File: config.mk
export PLATFORM = sky130hd
export DESIGN_NAME = memory_stage
export DESIGN_NICKNAME = d
export VERILOG_FILES = /design/src/rtl/memory_stage_pkg.sv /design/src/rtl/memory_stage_align.sv /design/src/rtl/memory_stage.sv
export SDC_FILE = /design/constraint.sdc
export NUM_CORES = 1
export LEC_CHECK = 0
export CELL_PAD_IN_SITES_DETAIL_PLACEMENT = 0
export CELL_PAD_IN_SITES_GLOBAL_PLACEMENT = 2
export CORE_AREA = 3 3 283 285
export CTS_BUF_LIST = sky130_fd_sc_hd__clkbuf_8 sky130_fd_sc_hd__clkbuf_16
export DETAILED_ROUTE_END_ITERATION = 8
export DIE_AREA = 0 0 286 288
export PLACE_DENSITY_LB_ADDON = 0.15
export SLEW_MARGIN = 10
export SYNTH_ARGS = -nofsm -noshare
export SYNTH_HDL_FRONTEND = slang
export SYNTH_SLANG_ARGS = --single-unit
File: constraint.sdc
create_clock -name clk -period 2.17 [get_ports clk]
set_input_delay 0.434 -clock clk [delete_from_list [all_inputs] [get_ports clk]]
set_output_delay 0.434 -clock clk [all_outputs]
set_load 0.005 [all_outputs]
File: src/rtl/memory_stage_pkg.sv
// Package pipes: shared pipeline types for the RV64I core plus the MEM-stage
// state enum, store strobe masks and the alignment check.
package pipes;

    typedef enum logic [1:0] {
        MSIZE1 = 2'd0,
        MSIZE2 = 2'd1,
        MSIZE4 = 2'd2,
        MSIZE8 = 2'd3
    } msize_t;

    typedef struct packed {
        logic   RegWrite;
        logic   MemRead;
        logic   MemWrite;
        logic   mem_unsigned;
        msize_t msize;
    } control_t;

    typedef struct packed {
        logic [63:0] pc;
        logic [63:0] result;   // ALU result, or address for loads/stores
        logic [63:0] rd2;      // store data
        logic [4:0]  dst;
        control_t    ctl;
    } execute_data_t;

    typedef struct packed {
        logic [63:0] pc;
        logic [63:0] result;
        logic [63:0] srcM;     // extended load data, 0 otherwise
        logic [4:0]  dst;
        control_t    ctl;
        logic        stat;     // 1 = misaligned memory access
    } memory_data_t;

    typedef enum logic [1:0] {
        IDLE  = 2'd0,
        REQ   = 2'd1,
        DONE  = 2'd2,
        DRAIN = 2'd3
    } mem_state_t;

    localparam logic [7:0] STRB_B = 8'h01;
    localparam logic [7:0] STRB_H = 8'h03;
    localparam logic [7:0] STRB_W = 8'h0F;
    localparam logic [7:0] STRB_D = 8'hFF;

    function automatic logic [7:0] strobe_mask(input msize_t sz);
        case (sz)
            MSIZE1:  strobe_mask = STRB_B;
            MSIZE2:  strobe_mask = STRB_H;
            MSIZE4:  strobe_mask = STRB_W;
            default: strobe_mask = STRB_D;
        endcase
    endfunction

    function automatic logic misaligned(input msize_t sz, input logic [2:0] a);
        case (sz)
            MSIZE2:  misaligned = a[0];
            MSIZE4:  misaligned = |a[1:0];
            MSIZE8:  misaligned = |a[2:0];
            default: misaligned = 1'b0;
        endcase
    endfunction

endpackage

File: src/rtl/memory_stage_align.sv
// mem_align: combinational lane logic for the MEM stage.
//   Store path: byte strobes and store data shifted to the addressed lanes.
//   Load path : extract the addressed lane from the 64-bit read word and
//               zero/sign extend it to 64 bits.
// Ports: size, offset (addr[2:0]), wdata_raw, rdata_raw, is_unsigned in;
//        strobe_lanes, wdata, rdata_ext out.
module mem_align
    import pipes::*;
(
    input  msize_t      size,
    input  logic [2:0]  offset,
    input  logic [63:0] wdata_raw,
    input  logic [63:0] rdata_raw,
    input  logic        is_unsigned,
    output logic [7:0]  strobe_lanes,
    output logic [63:0] wdata,
    output logic [63:0] rdata_ext
);

    logic [5:0]  bit_off;
    logic [63:0] rshift;

    assign bit_off      = {offset, 3'b000};
    assign strobe_lanes = strobe_mask(size) << offset;
    assign wdata        = wdata_raw << bit_off;   // upper bytes fall off the word
    assign rshift       = rdata_raw >> bit_off;

    always_comb begin
        rdata_ext = rshift;
        case (size)
            MSIZE1:  rdata_ext = is_unsigned ? {56'd0, rshift[7:0]}
                                             : {{56{rshift[7]}}, rshift[7:0]};
            MSIZE2:  rdata_ext = is_unsigned ? {48'd0, rshift[15:0]}
                                             : {{48{rshift[15]}}, rshift[15:0]};
            MSIZE4:  rdata_ext = is_unsigned ? {32'd0, rshift[31:0]}
                                             : {{32{rshift[31]}}, rshift[31:0]};
            default: rdata_ext = rshift;
        endcase
    end

endmodule

File: src/rtl/memory_stage.sv
// memory_stage: MEM stage of the RV64I pipeline. Registers the EX result,
// runs one data-bus transaction per load/store, and presents memory_data_t
// to write-back with a valid/ready handshake.
// Ports: clk, reset (async, active low); ex_valid/ex_data/ex_ready from EX;
//        mem_valid/mem_data/wb_ready to WB; flush; dreq_* bus request;
//        dresp_data_ok/dresp_data bus response; busy to the hazard unit.
module memory_stage
    import pipes::*;
#(
    parameter int ADDR_W = 64
) (
    input  logic              clk,
    input  logic              reset,
    input  logic              ex_valid,
    input  execute_data_t     ex_data,
    output logic              ex_ready,
    output logic              mem_valid,
    output memory_data_t      mem_data,
    input  logic              wb_ready,
    input  logic              flush,
    output logic              dreq_valid,
    output logic [ADDR_W-1:0] dreq_addr,
    output msize_t            dreq_size,
    output logic [7:0]        dreq_strobe,
    output logic [63:0]       dreq_data,
    input  logic              dresp_data_ok,
    input  logic [63:0]       dresp_data,
    output logic              busy
);

    mem_state_t    state;
    execute_data_t req;        // instruction owning the bus transaction
    logic [7:0]    lanes;
    logic [63:0]   load_ext;
    logic          ex_is_mem;
    logic          ex_misal;
    logic          accept;

    mem_align u_align (
        .size         (req.ctl.msize),
        .offset       (req.result[2:0]),
        .wdata_raw    (req.rd2),
        .rdata_raw    (dresp_data),
        .is_unsigned  (req.ctl.mem_unsigned),
        .strobe_lanes (lanes),
        .wdata        (dreq_data),
        .rdata_ext    (load_ext)
    );

    assign ex_is_mem = ex_data.ctl.MemRead | ex_data.ctl.MemWrite;
    assign ex_misal  = misaligned(ex_data.ctl.msize, ex_data.result[2:0]);
    assign ex_ready  = ((state == IDLE) | ((state == DONE) & wb_ready)) & ~flush;
    assign accept    = ex_valid & ex_ready;

    // Bus request comes straight from registered state so it is stable for
    // the whole transaction, including the DRAIN of a flushed access.
    assign busy        = (state == REQ) | (state == DRAIN);
    assign dreq_valid  = busy;
    assign dreq_addr   = req.result[ADDR_W-1:0];
    assign dreq_size   = req.ctl.msize;
    assign dreq_strobe = (busy & req.ctl.MemWrite) ? lanes : 8'h00;
    assign mem_valid   = (state == DONE);

    always_ff @(posedge clk or negedge reset) begin
        if (!reset) begin
            state    <= IDLE;
            req      <= '0;
            mem_data <= '0;
        end else begin
            case (state)
                IDLE, DONE: begin
                    if (flush) begin
                        state <= IDLE;
                    end else if (accept) begin
                        if (ex_is_mem && !ex_misal) begin
                            req   <= ex_data;
                            state <= REQ;
                        end else begin
                            mem_data.pc     <= ex_data.pc;
                            mem_data.result <= ex_data.result;
                            mem_data.srcM   <= '0;
                            mem_data.dst    <= ex_data.dst;
                            mem_data.ctl    <= ex_data.ctl;
                            mem_data.stat   <= ex_is_mem & ex_misal;
                            state           <= DONE;
                        end
                    end else if (state == DONE && wb_ready) begin
                        state <= IDLE;
                    end
                end
                REQ: begin
                    if (flush) begin
                        // A response in the flush cycle already ends the bus op.
                        state <= dresp_data_ok ? IDLE : DRAIN;
                    end else if (dresp_data_ok) begin
                        mem_data.pc     <= req.pc;
                        mem_data.result <= req.result;
                        mem_data.srcM   <= req.ctl.MemRead ? load_ext : 64'd0;
                        mem_data.dst    <= req.dst;
                        mem_data.ctl    <= req.ctl;
                        mem_data.stat   <= 1'b0;
                        state           <= DONE;
                    end
                end
                DRAIN: begin
                    if (dresp_data_ok) state <= IDLE;
                end
                default: state <= IDLE;
            endcase
        end
    end

endmodule

==> results of run 1 <==
-- layer usage --
| metal | vias up | wire (um) | global-route usage, % |
|---|---|---|---|
| met5 | - | 0 | 0 |
| met3 | 116 | 6300 | 5.70 |
| met4 | 0 | 2730 | 6.82 |
| met1 | 8936 | 34800 | 24.1 |
| met2 | 545 | 41600 | 33.3 |
| li1 | 8323 | - | - |
-- synth_stat cells, types with 5 or more instances --
cell type                   count
sky130_fd_sc_hd__a211o_1       16
sky130_fd_sc_hd__a21o_1         9
sky130_fd_sc_hd__a21oi_1       59
sky130_fd_sc_hd__a221o_1        7
sky130_fd_sc_hd__a22o_1        32
sky130_fd_sc_hd__a31oi_1      138
sky130_fd_sc_hd__and2_1        14
sky130_fd_sc_hd__buf_2         35
sky130_fd_sc_hd__buf_4         68
sky130_fd_sc_hd__clkbuf_1     111
sky130_fd_sc_hd__dfrtp_1      409
sky130_fd_sc_hd__mux2_2       233
sky130_fd_sc_hd__mux2i_1       96
sky130_fd_sc_hd__mux4_2         8
sky130_fd_sc_hd__nand2_1      334
sky130_fd_sc_hd__nand2b_1       5
sky130_fd_sc_hd__nor2_1       238
sky130_fd_sc_hd__nor2b_1        8
sky130_fd_sc_hd__o211ai_1      20
sky130_fd_sc_hd__o21ai_0       55
sky130_fd_sc_hd__o221ai_1       8
sky130_fd_sc_hd__o2bb2ai_1      8
sky130_fd_sc_hd__o32ai_1        8
-- worst max-delay path by stage --
stage	start	end	slack [ns]
after floorplan	dreq_addr[0]	dreq_data[48]	0.005
after global placement	ex_data[77]	mem_data[33]	-0.58
after detailed placement	ex_data[77]	mem_data[20]	-0.56
after CTS	dreq_addr[0]	dreq_data[49]	-0.64
after global routing	dreq_addr[0]	dreq_data[33]	-0.61
final	dreq_addr[0]	dreq_data[48]	-0.52
-- registers in the layout (all words and copies together), names as in the netlist --
register	cells
state	2
dreq_size	2
mem_data	204
dreq_addr	64
req	137
-- worst reg2reg max path, stage by stage (launching register included) --
cell and delay [ns]:
sky130_fd_sc_hd__dfrtp_4 0.50, sky130_fd_sc_hd__buf_8 0.16, sky130_fd_sc_hd__buf_12 0.14, sky130_fd_sc_hd__buf_12 0.12
sky130_fd_sc_hd__buf_12 0.14, sky130_fd_sc_hd__mux2i_1 0.13, sky130_fd_sc_hd__mux4_2 0.55, sky130_fd_sc_hd__nand3b_4 0.22
sky130_fd_sc_hd__buf_4 0.17, sky130_fd_sc_hd__buf_4 0.12, sky130_fd_sc_hd__nor2_1 0.10, sky130_fd_sc_hd__buf_4 0.16
sky130_fd_sc_hd__a221o_1 0.12
-- stage by stage --
stage	power, mW	setup slack, ns	utilization, %
floorplan	18.0	0.00543	-
global placement	26.4	-0.584	36.8
detailed placement	26.5	-0.562	36.8
CTS	37.4	-0.643	40.4
global route	40.4	-0.614	41.5
finish	38.3	-0.523	41.6
-- what timing repair did --
action,4_1_cts,5_1_grt
hold buffers,1,0
pin swaps,39,64
setup endpoints to repair,139,167
resized for setup,422,240
cloned,10,4
endpoints found under the hold margin,26,0
setup buffers,40,31
-- power groups by stage --
stage	Combinational (mW)	Sequential (mW)	Clock (mW)
after floorplan	6.70	11.3	0
after global placement	14.8	11.6	0
after detailed placement	14.8	11.7	0
after CTS	16.0	11.6	9.68
after global routing	18.5	12.0	9.96
final	17.2	11.7	9.35
-- layout make-up --
class	instances	area [sq um]	share of cell area, %
repair buffers	880	9020	28.0
diodes	11	27.5	0.0854
inverters	3	21.3	0.0660
well taps	1040	1300	4.03
flip-flops and latches	409	10200	31.8
clock inverters	36	398	1.23
clock buffers	62	1460	4.53
multi-input cells	1332	9770	30.3
-- kinds of logic after synthesis --
family | count (synthesis) | share of synthesized area [%]
AND/OR/NAND/NOR | 616 | 12.1
flip-flops | 409 | 50.8
AO/OA/AOI/OAI | 379 | 12.6
multiplexers | 337 | 18.7
buffers and inverters | 224 | 5.77
==> impl_summary.log, run 1 <==
[metrics] count of state elements after synthesis: 409
[metrics] sum of net half-perimeters after detailed placement: 60,500 um
[metrics] slew of the pin with the lowest slew margin: 0.916 ns
[metrics] Internal Pwr Total: 25.2 mW
[metrics] number of non-filler instances in the completed layout: 3,773
[metrics] cell type contributing the most total cell area after synthesis: sky130_fd_sc_hd__dfrtp_1
[metrics] VDD IR max: 0.000627 V
[metrics] starting density of the core: 25.9%
[metrics] clock-pin slew on the worst setup and hold paths: 0.05 ns
[metrics] Chip Width: 286 um
[metrics] worst path bufs/invs: 4
[metrics] I/O Pins: 619
[metrics] number of fillers in the final layout: 7,561
[metrics] Die Height: 288 um
[metrics] global placer's final weighted congestion: 0.811
[metrics] area of placed instances: 28,500 sq um
[metrics] drt first-iter violations: 966
[metrics] final wirelength: 85,400 um
[metrics] Global Route Usage Sum: 19.8%
[metrics] run status: finished with violations
[metrics] Final Max Tran Viols: 0
[metrics] Via-to-Cell Ratio: 4.75
[metrics] PnR worst setup slack: -0.523 ns
[metrics] fraction of final layout cells sized beyond drive strength 1: 30.3%
[metrics] sort of element at the end of the critical path: primary output
[metrics] antenna violations before repair: 14
[metrics] count of standard-cell rows: 102
[metrics] logic depth of the worst path, buffers included: 7
[metrics] number of input and output port buffers inserted: 618
[metrics] most frequent cells in the layout: 536 x sky130_fd_sc_hd__clkdlybuf4s50_1, 403 x sky130_fd_sc_hd__dfrtp_1, 327 x sky130_fd_sc_hd__nand2_1
[metrics] total setup violations reported at the end of the flow: 128
[metrics] final net count: 2,952
[metrics] Slowest Stage Delay on Critical Path: 0.50 ns
[metrics] leakage power: 13.7 nW
[metrics] via count of the first global-routing pass: 18.4k
[metrics] Most common cell on crit path: sky130_fd_sc_hd__buf_12
[metrics] data required time of the critical path: 1.74 ns
[metrics] post-synth cell types: 49
[metrics] shortest clock period the worst path allows after layout: 2.69 ns
[metrics] RSZ-0062 raised after global routing: yes
[metrics] maximum clock skew at final layout: 0.0181 ns
[metrics] via count: 17.9k
[metrics] Wirelength per Cell: 22.6 um
[metrics] Synth area leaders: sky130_fd_sc_hd__dfrtp_1 51%, sky130_fd_sc_hd__mux2_2 13%, sky130_fd_sc_hd__nand2_1 6.2%
[metrics] setup TNS: -53.09 ns
[metrics] Pwr Density: 1190 nW/um^2
[metrics] number of cells after detailed placement: 3,596
[metrics] setup slack of the worst register-to-register path: -0.52 ns
[metrics] clk sink count: 409
[metrics] cell chosen for the clock root: sky130_fd_sc_hd__clkbuf_16
[metrics] Layout Area Growth over Synthesis: 60.2%
[metrics] switching portion of total power: 34.1%
[metrics] max-cap violations: 0
[metrics] number of detailed-routing iterations run before antenna repair: 5
[metrics] post-detailed-route DRC marker count: 0
[metrics] pin count of the biggest net entering global routing: 74
[metrics] remaining number of nets flagged by the antenna check after routing: 0
[metrics] slowest stage cell on the critical path: sky130_fd_sc_hd__dfrtp_4
[metrics] final global-route overflow total: 0
[metrics] Arr. time, crit path: 2.26 ns
[metrics] H-tree levels: 2
[metrics] synth warn: 0
[metrics] worst-path cell chain: buf_12, buf_12, buf_6, mux2_4, o211ai_1, o21ai_2, buf_2
[metrics] terminus of the critical flop-to-flop path: mem_data[21]
[metrics] FFs w/ async S/R, synth: 100%
[metrics] Core Area: 77,600 sq um
[metrics] Post-Synthesis Cells: 1,965
[metrics] Post-synth EDFFs: 0
[metrics] worst hold path class: in2async
[metrics] combinational fraction of design power: 45.0%
[metrics] Clock Power Share: 24.4%
[metrics] dominant delay contributor by cell family on the critical path: buffers and inverters
[metrics] maximum buffer depth of the clock tree: 3
[metrics] Reg power frac: 30.6%
[metrics] TritonCTS clock tree: yes
[metrics] average cell area after synthesis: 10.2 sq um
[metrics] wire length of the first global-routing pass: 123,000 um
[metrics] smallest hold slack: 0.389 ns
[metrics] most common flop cell mapped by yosys: sky130_fd_sc_hd__dfrtp_1
[metrics] max frequency: 371 MHz
[metrics] sw power: 13.0 mW
[metrics] Crit Path Class: reg2out
[metrics] portion of the clock cycle consumed by the worst path in the final layout: 124%
[metrics] clock latency at the later pin of the worst-skew pair: 0.61 ns
[metrics] most common library cell in the layout ignoring fill and taps: sky130_fd_sc_hd__clkdlybuf4s50_1
[metrics] die footprint: 82,400 sq um
[metrics] Setup crit start kind: flop
[metrics] Slew Limit Headroom: 38.5%
[metrics] Max FO, Critical Path: 5
[metrics] part of the Yosys area used for sequential elements: 50.8%
[metrics] final hold violation count: 0
[metrics] violations in the final reports: negative setup slack
[metrics] Synth Cell Area: 20,100 sq um
[metrics] Synth top area share: 50.8%
[metrics] worst r2r src: dreq_addr[0]
[metrics] post-route cell area: 32,200 sq um
[metrics] depth of the most critical reg-to-reg path: 12
[metrics] net count after synthesis: 2,238
[metrics] CTS buffer count: 53
Note: power is estimated with default switching activity, not from simulation.
==> inputs of run 2 (changes only) <==
- CORE_AREA: 3 3 283 285 -> 3 3 244 246
- DIE_AREA: 0 0 286 288 -> 0 0 247 249
- DONT_BUFFER_PORTS: default -> 1
==> impl_summary.log, run 2 (synthesized netlist as in run 1, its figures left out) <==
[metrics] Setup crit start kind: flop
[metrics] clk sink count: 409
[metrics] Global Route Usage Sum: 23.0%
[metrics] violations in the final reports: negative hold slack, max-slew violations, negative setup slack
[metrics] Pwr Density: 1210 nW/um^2
[metrics] Crit Path Class: reg2out
[metrics] overall power after layout: 31.4 mW
[metrics] Max FO, Critical Path: 14
[metrics] die footprint: 61,500 sq um
[metrics] number of fillers in the final layout: 5,483
[metrics] Final Max Tran Viols: 277
[metrics] max reg flops: 204
[metrics] Core Util, Final: 45.1%
[metrics] final hold violation count: 277
[metrics] I/O Pins: 619
[metrics] antenna violations before repair: 5
[metrics] total setup violations reported at the end of the flow: 103
[metrics] H-tree levels: 2
[metrics] max-cap violations: 0
[metrics] VDD IR max: 0.000675 V
[metrics] final net count: 2,415
[metrics] clock latency at the later pin of the worst-skew pair: 0.60 ns
[metrics] smallest hold slack: -0.458 ns
[metrics] register containing the most flip-flops in the final layout: mem_data
[metrics] Arr. time, crit path: 2.15 ns
[metrics] leakage power: 11.1 nW
[metrics] worst hold path class: in2async
[metrics] drt first-iter violations: 952
[metrics] clock-pin slew on the worst setup and hold paths: 0.06 ns
[metrics] CTS buffer count: 50
[metrics] run status: finished with violations
[metrics] final global-route overflow total: 0
[metrics] data required time of the critical path: 1.74 ns
[metrics] Die Height: 249 um
[metrics] PnR worst setup slack: -0.417 ns
[metrics] post-cts hold buffer count: 205
[metrics] final wirelength: 73,800 um
[metrics] Slew Limit Headroom: -51.4%
[metrics] slew of the pin with the lowest slew margin: 2.27 ns
[metrics] TritonCTS clock tree: yes
[metrics] global placer's final weighted congestion: 0.868
[metrics] max frequency: 387 MHz
[metrics] maximum buffer depth of the clock tree: 3
[metrics] via count of the first global-routing pass: 16.0k
[metrics] portion of the clock cycle consumed by the worst path in the final layout: 119%
[metrics] remaining number of nets flagged by the antenna check after routing: 0
[metrics] number of non-filler instances in the completed layout: 2,947
[metrics] Wirelength per Cell: 25.0 um
[metrics] Via-to-Cell Ratio: 5.38
[metrics] RSZ-0062 raised after global routing: yes
[metrics] number of detailed-routing iterations run before antenna repair: 5
[metrics] pre-CTS worst setup slack: -0.0198 ns
[metrics] number of input and output port buffers inserted: 0
[metrics] Core Area: 57,600 sq um
[metrics] most common library cell in the layout ignoring fill and taps: sky130_fd_sc_hd__dfrtp_1
[metrics] wire length of the first global-routing pass: 108,000 um
[metrics] fraction of final layout cells sized beyond drive strength 1: 26.7%
[metrics] Layout Area Growth over Synthesis: 29.1%
[metrics] count of standard-cell rows: 88
[metrics] post-detailed-route DRC marker count: 0
[metrics] maximum clock skew at final layout: 0.0204 ns
[metrics] via count: 15.9k
[metrics] pin count of the biggest net entering global routing: 410
[metrics] cell chosen for the clock root: sky130_fd_sc_hd__clkbuf_16
[metrics] number of cells after detailed placement: 2,620
[metrics] sum of net half-perimeters after detailed placement: 50,800 um
[metrics] Chip Width: 247 um
[metrics] shortest clock period the worst path allows after layout: 2.59 ns
[metrics] sort of element at the end of the critical path: primary output
[metrics] starting density of the core: 35.0%
[metrics] most frequent cells in the layout: 402 x sky130_fd_sc_hd__dfrtp_1, 332 x sky130_fd_sc_hd__nand2_1, 226 x sky130_fd_sc_hd__mux2_2
## run 2: what timing repair did
action	4_1_cts	5_1_grt
resized for setup	78	111
endpoints found under the setup margin	77	127
endpoints found under the hold margin	752	409
pin swaps	8	18
cloned	3	4
setup buffers	10	13
## run 2: final timing paths
check | from | end | slack (ns) | cells past startpoint
worst min register to register | req[182] | req[182] | 0.51 | 1
max in group asynchronous | reset | mem_data[25] | 0.83 | 0
min in group clk | dresp_data[62] | mem_data[74] | 0.07 | 2
worst max register to register | dreq_addr[0] | mem_data[44] | -0.09 | 7
worst max-delay path | dreq_addr[0] | dreq_data[40] | -0.42 | 6
worst min-delay path | reset | mem_data[45] | -0.46 | 0
## run 2: final cells by class
type / count / area [sq um] / area share, %
timing repair buffer: 346 / 3730 / 14.3
multi-input combinational: 1332 / 9350 / 36.0
sequential: 409 / 10200 / 39.4
clock buffer: 60 / 1390 / 5.35
clock inverter: 28 / 279 / 1.07
tap: 765 / 957 / 3.68
antenna: 4 / 10.0 / 0.0385
inverter: 3 / 18.8 / 0.0722
## run 2: metal layers
layer	share of wire [%]	vias up	GRT usage (%)	wire, um
li1	-	7208	-	-
met1	40	8056	28.6	29900
met2	49	492	38.5	36000
met3	8.4	94	7.62	6190
met4	2.4	2	5.65	1750
met5	0.018	-	0	13
## run 2: power by group
group / internal [mW] / switching, mW / leakage (nW)
logic: 5.18 / 5.21 / 5.35
registers: 9.98 / 2.52 / 4.88
clock network: 5.02 / 3.49 / 0.862
total: 20.2 / 11.2 / 11.1
## run 2: metrics by stage
stage / area [sq um] / setup TNS, ns
after detailed placement: 21200 / -0.0700
after global placement: 21200 / -0.0915
after global routing: 26000 / -30.11
final: 26000 / -19.78
after floorplan: 20100 / 0
after CTS: 25400 / -25.38
## run 2: critical path, stage by stage, from the launching register on
cell                      delay (ns)
sky130_fd_sc_hd__dfrtp_4        0.49
sky130_fd_sc_hd__buf_12         0.16
sky130_fd_sc_hd__buf_12         0.16
sky130_fd_sc_hd__mux2_4         0.23
sky130_fd_sc_hd__nor2_1         0.04
sky130_fd_sc_hd__o32ai_1        0.28
sky130_fd_sc_hd__buf_4          0.18
==> patch 1: new RTL, config.mk and constraints of run 1 <==
Reset style: synchronous (`reset`), changed in one clocked block. Comments in the files are not updated.
--- a/src/rtl/memory_stage.sv
+++ b/src/rtl/memory_stage.sv
@@ -62,5 +62,5 @@
     assign mem_valid   = (state == DONE);
 
-    always_ff @(posedge clk or negedge reset) begin
+    always_ff @(posedge clk) begin
         if (!reset) begin
             state    <= IDLE;
Check against the original RTL: not settled (the Yosys comparison gave no result); the edit may change what the design does.
==> patch 1 against run 1 <==
  * The flow still finishes with violations (negative setup slack)
  * Maximum frequency increased by 2.3%
  * Synthesized area increased by 2.2%
  * Synthesized cell count increased by 29%
  * Wire length increased by 13%
  * Cell area increased by 3.8%
  * Via count increased by 20%
  * Die area unchanged
  * Sequential share of layout area decreased by 7.3 points
  * Setup slack improved by 0.062 ns
  * Register-to-register slack improved by 0.08 ns
  * Sequential cell count unchanged
  * Critical path type unchanged
Power is not compared: it rests on default switching activity, and its combinational part moved more than twofold at a synthesized area within 25%.
==> patch 1: results (changes against run 1) <==
* Routed wire per std cell at 22.0 µm (-2.9%)
* Slack of the worst reg-to-reg path at -0.44 ns (+0.08 ns)
* Setup violations, final at 130 (+1.6%)
* Clock skew after layout at 0.0152 ns (-0.00294 ns)
* Type of the tightest min-delay check: input port to register
* Routability Congestion at 0.876 (+7.9%)
* Post-synthesis sequential area ratio at 39.8% (-11 points)
* Via count of the first global-routing pass at 21600 (+18%)
* Max stage delay cell, worst path: dfxtp_4
* Top post-synthesis cells by count: nand2_1 (760), dfxtp_1 (409), a21oi_1 (276)
* Number of nets in the final layout at 3562 (+21%)
* Ys async rst share at 0% (-100 points)
* Pre-CTS setup slack at -0.522 ns (+0.0399 ns)
* Routed vias/inst at 4.93 (+3.7%)
* Setup Total Neg Slack at -31.20 ns (+21.89 ns)
* GRT Resource Usage Total at 22.2% (+2.4 points)
* DP HPWL at 68900 µm (+14%)
* Violations in the final reports: negative setup slack
* Area contributors post-synth: dfxtp_1 (40%), nand2_1 (14%), a311oi_2 (9.4%)
* CP arrival at 2.20 ns (-0.06 ns)
* First-pass GRT wire length at 141000 µm (+14%)
* Fraction of layout cells with a size suffix above 1 at 28.3% (-2.0 points)
* Clock network latency to the later pin of the worst-skew pair at 0.59 ns (-0.02 ns)
* Synth unique cells at 55 (+12%)
* Run status: finished with violations
* Final WS setup at -0.461 ns (+0.0616 ns)
* Cts bufs inserted at 51 (-3.8%)
* Number of antenna violations at the first check in global routing at 11 (-3)
* Pin slew with the least headroom to its limit at 0.839 ns (-0.0769 ns)
* DRT iter0 DRCs at 1183 (+22%)
* Primary FF master, synth: dfxtp_1
* Critical Path Fanout Max at 8 (+3)
* Post-DP Area at 29200 µm² (+2.4%)
* Fin Hold WS at 0.406 ns (+0.0173 ns)
* Clock Tree Buf Depth at 3 (unchanged)
patch 1: worst paths after layout:
path | startpoint | end | cells after the start
setup / recovery | dreq_addr[1] | dreq_data[1] | 8
hold / removal | ex_data[56] | req[56] | 3
setup reg to reg | dreq_addr[1] | mem_data[41] | 9
hold reg to reg | mem_data[50] | mem_data[50] | 2
patch 1: power groups by stage:
stage,registers (mW),logic (mW),clock network (mW)
after CTS,8.10,3.99,8.74
final,8.10,4.10,8.42
after detailed placement,8.25,3.69,0
after global routing,8.14,4.38,9.02
after global placement,8.25,3.67,0
after floorplan,8.20,1.60,0
patch 1: kinds of logic after synthesis:
group	synth area share, %
AND/OR/NAND/NOR	20.6
AO/OA/AOI/OAI	23.1
flip-flops	39.8
buffers and inverters	7.99
multiplexers	8.54
patch 1: through the flow:
step | utilization [%] | cells
3_5_place_dp | 37.6 | 4168
2_1_floorplan | - | 2535
3_3_place_gp | 37.6 | 4168
6_report | 43.1 | 4373
4_1_cts | 42.1 | 4340
5_1_grt | 43.1 | 4367
patch 1: layer usage:
| metal | vias up | track usage [%] | part of all wire (%) |
|---|---|---|---|
| met2 | 689 | 38.0 | 49 |
| met5 | - | 0 | 0.068 |
| met3 | 157 | 5.34 | 6.8 |
| met4 | 10 | 6.88 | 3.1 |
| met1 | 10500 | 27.5 | 41 |
| li1 | 10200 | - | - |
patch 1: tightest hold or removal path: stages:
cell and delay [ns]:
clkdlybuf4s50_1 0.39, nand2_1 0.05, a21oi_1 0.05
patch 1: layout make-up:
class	instances	area, µm²
Antenna cell	8	20.0
Multi-Input combinational cell	1823	12100
Clock inverter	24	175
Tap cell	1040	1300
Timing Repair Buffer	997	10200
Inverter	7	50.0
Sequential cell	409	8210
Clock buffer	65	1480
Fill cell	7758	44100
patch 1: timing repair:
action                     in CTS  in global routing
setup endpoints to repair     139                142
pin swaps                      79                 57
gates resized for setup       605                143
gates cloned                   12                  3
buffers inserted               81                 31
==> patch 2: new RTL, config.mk and constraints of run 1 <==
Made on the original files. Set the parameter `ADDR_W` to 32 (it was 64).
--- a/src/rtl/memory_stage.sv
+++ b/src/rtl/memory_stage.sv
@@ -8,5 +8,5 @@
     import pipes::*;
 #(
-    parameter int ADDR_W = 64
+    parameter int ADDR_W = 32
 ) (
     input  logic              clk,
Interface: changed (resized dreq_addr); port bits go from 619 to 587. The function was not compared with the original's and may differ.
==> patch 2 against run 1 <==
  * The flow still finishes with violations (negative setup slack)
  * Sequential cell count is the same
  * Combinational power shrank 6%
  * Wire length shrank 0.43%
  * Synthesized area shrank 1.2%
  * Worst hold slack lost 0.070 ns
  * Setup slack gained 0.018 ns
  * Critical endpoint is now dreq_data[37]
  * Total power shrank 3.8%
  * Cell area shrank 1.0%
  * Maximum frequency grew 0.68%
==> patch 2: results (changes against run 1) <==
* DP HPWL at 59400 µm (-1.7%)
* Fraction of layout cells with a size suffix above 1 at 29.5% (-0.76 points)
* Yosys warnings at 0 (unchanged)
* Number of nets in the final layout at 2931 (-0.71%)
* Cts bufs inserted at 52 (-1.9%)
* Net Count, Synth at 2206 (-1.4%)
* Clock skew after layout at 0.0415 ns (+0.0234 ns)
* Critical Path Fanout Max at 5 (unchanged)
* Number of flip-flops under the largest register name at 204 (unchanged)
* Crit-path max cell delay at 0.53 ns (+0.03 ns)
* DRT iter0 DRCs at 1005 (+4.0%)
* Clock Tree Buf Depth at 3 (unchanged)
* Synth unique cells at 49 (unchanged)
* Largest vdd supply drop at 0.541 mV (-14%)
* Headroom to the max-slew limit at 63.9% (+25 points)
* Via count of the first global-routing pass at 18700 (+1.9%)
* Area contributors post-synth: dfrtp_1 (51%), mux2_2 (13%), nand2_1 (6.3%)
* Post-DP Area at 28300 µm² (-0.62%)
* Number of I/O port buffers at 586 (-5.2%)
* Critical path origin: dreq_addr[0]
* CTS clock-pin slew for the worst setup and hold paths at 0.06 ns
* Wire length the detailed router placed on met1 at 35400 µm (+1.8%)
* Run status: finished with violations
* First-pass GRT wire length at 125000 µm (+1.6%)
* Largest net degree at the start of global routing at 70 (-5.4%)
* Clock network latency to the later pin of the worst-skew pair at 0.61 ns (about the same)
* Routed wire per std cell at 22.7 µm (+0.27%)
* GRT Resource Usage Total at 20.1% (+0.31 points)
* Sum of met3 wire segment lengths after detailed routing at 6500 µm (+3.1%)
* Final WS setup at -0.505 ns (+0.0182 ns)
* Total met2 wirelength after detailed routing at 41200 µm (-0.85%)
* Setup violations, final at 428 (+230%)
* Gate count after technology mapping at 1933 (-1.6%)
* Uppermost metal layer occupied by signal nets: met5
* Number of antenna violations at the first check in global routing at 20 (+6)
* H-tree Lvls at 2 (unchanged)
* Violations in the final reports: negative setup slack
* Routability Congestion at 0.831 (+2.4%)
* Total iterations of the first detailed-routing run at 4 (-1)
* Pleak at 13.7 nW (about the same)
* CP arrival at 2.24 ns (-0.02 ns)
* Post-synthesis sequential area ratio at 51.5% (+0.61 points)
* Pre-CTS setup slack at -1.24 ns (-0.675 ns)
* Via Count at 17800 (-0.63%)
[patch 2: changes by cell type after synthesis]
cell / change
buf_4: -32
[patch 2: worst paths after layout]
path / to / slack [ns] / cells past startpoint
min: mem_data[83] / 0.32 / 2
max: dreq_data[37] / -0.50 / 8
max in group asynchronous: req[122] / 1.01 / 4
max reg2reg: mem_data[33] / -0.44 / 11
min in group clk: mem_data[165] / 0.42 / 3
min reg2reg: mem_data[27] / 0.48 / 1
[patch 2: report_power, final]
part           switching [mW]  internal, mW
clock network            3.55          5.57
registers                1.65          9.97
logic                    7.21          8.90
total                    12.4          24.4
[patch 2: what timing repair did]
item	CTS	global route
buffers inserted	50	10
endpoints found under the setup margin	489	471
hold buffers	1	0
gates resized for setup	495	85
gates cloned	18	0
pin swaps	73	26
endpoints found under the hold margin	15	0
[patch 2: layout make-up]
| type | instances | area (µm²) |
|---|---|---|
| fillers | 7603 | 45700 |
| flip-flops and latches | 409 | 10200 |
| multi-input cells | 1333 | 9520 |
| repair buffers | 859 | 8990 |
| clock buffers | 66 | 1490 |
| well taps | 1040 | 1300 |
| clock inverters | 31 | 347 |
| diodes | 6 | 15.0 |
| inverters | 3 | 11.3 |
[patch 2: metrics by stage]
step | cells | setup TNS, ns | util (%)
floorplan | 1933 | 0 | -
global placement | 3575 | -496.63 | 36.5
detailed placement | 3575 | -476.21 | 36.5
CTS | 3737 | -68.40 | 40.7
global route | 3746 | -114.11 | 41.1
finish | 3747 | -83.21 | 41.1
[patch 2: worst max-delay path, delay by kind of cell (launching register included)]
family	cells	cell delay, ns
buffers and inverters	5	0.63
flip-flops	1	0.53
AO/OA/AOI/OAI	1	0.27
AND/OR/NAND/NOR	1	0.05
multiplexers	1	0.18
[patch 2: cells by family (layout without fill, tap and decap cells)]
family          after synthesis  after routing  synth area share (%)
other cells                   0              6                     0
compound gates              379            380                  12.7
mux                         337            337                  18.9
flops                       409            409                  51.5
buf+inv                     192            959                  4.64
simple gates                616            616                  12.2
[patch 2: routing by layer]
metal  global-route usage, %  vias to the layer above
met4                    4.76                       22
met3                    6.17                      113
li1                        -                     8258
met5                       0                        -
met1                    25.2                     8884
met2                    33.7                      531
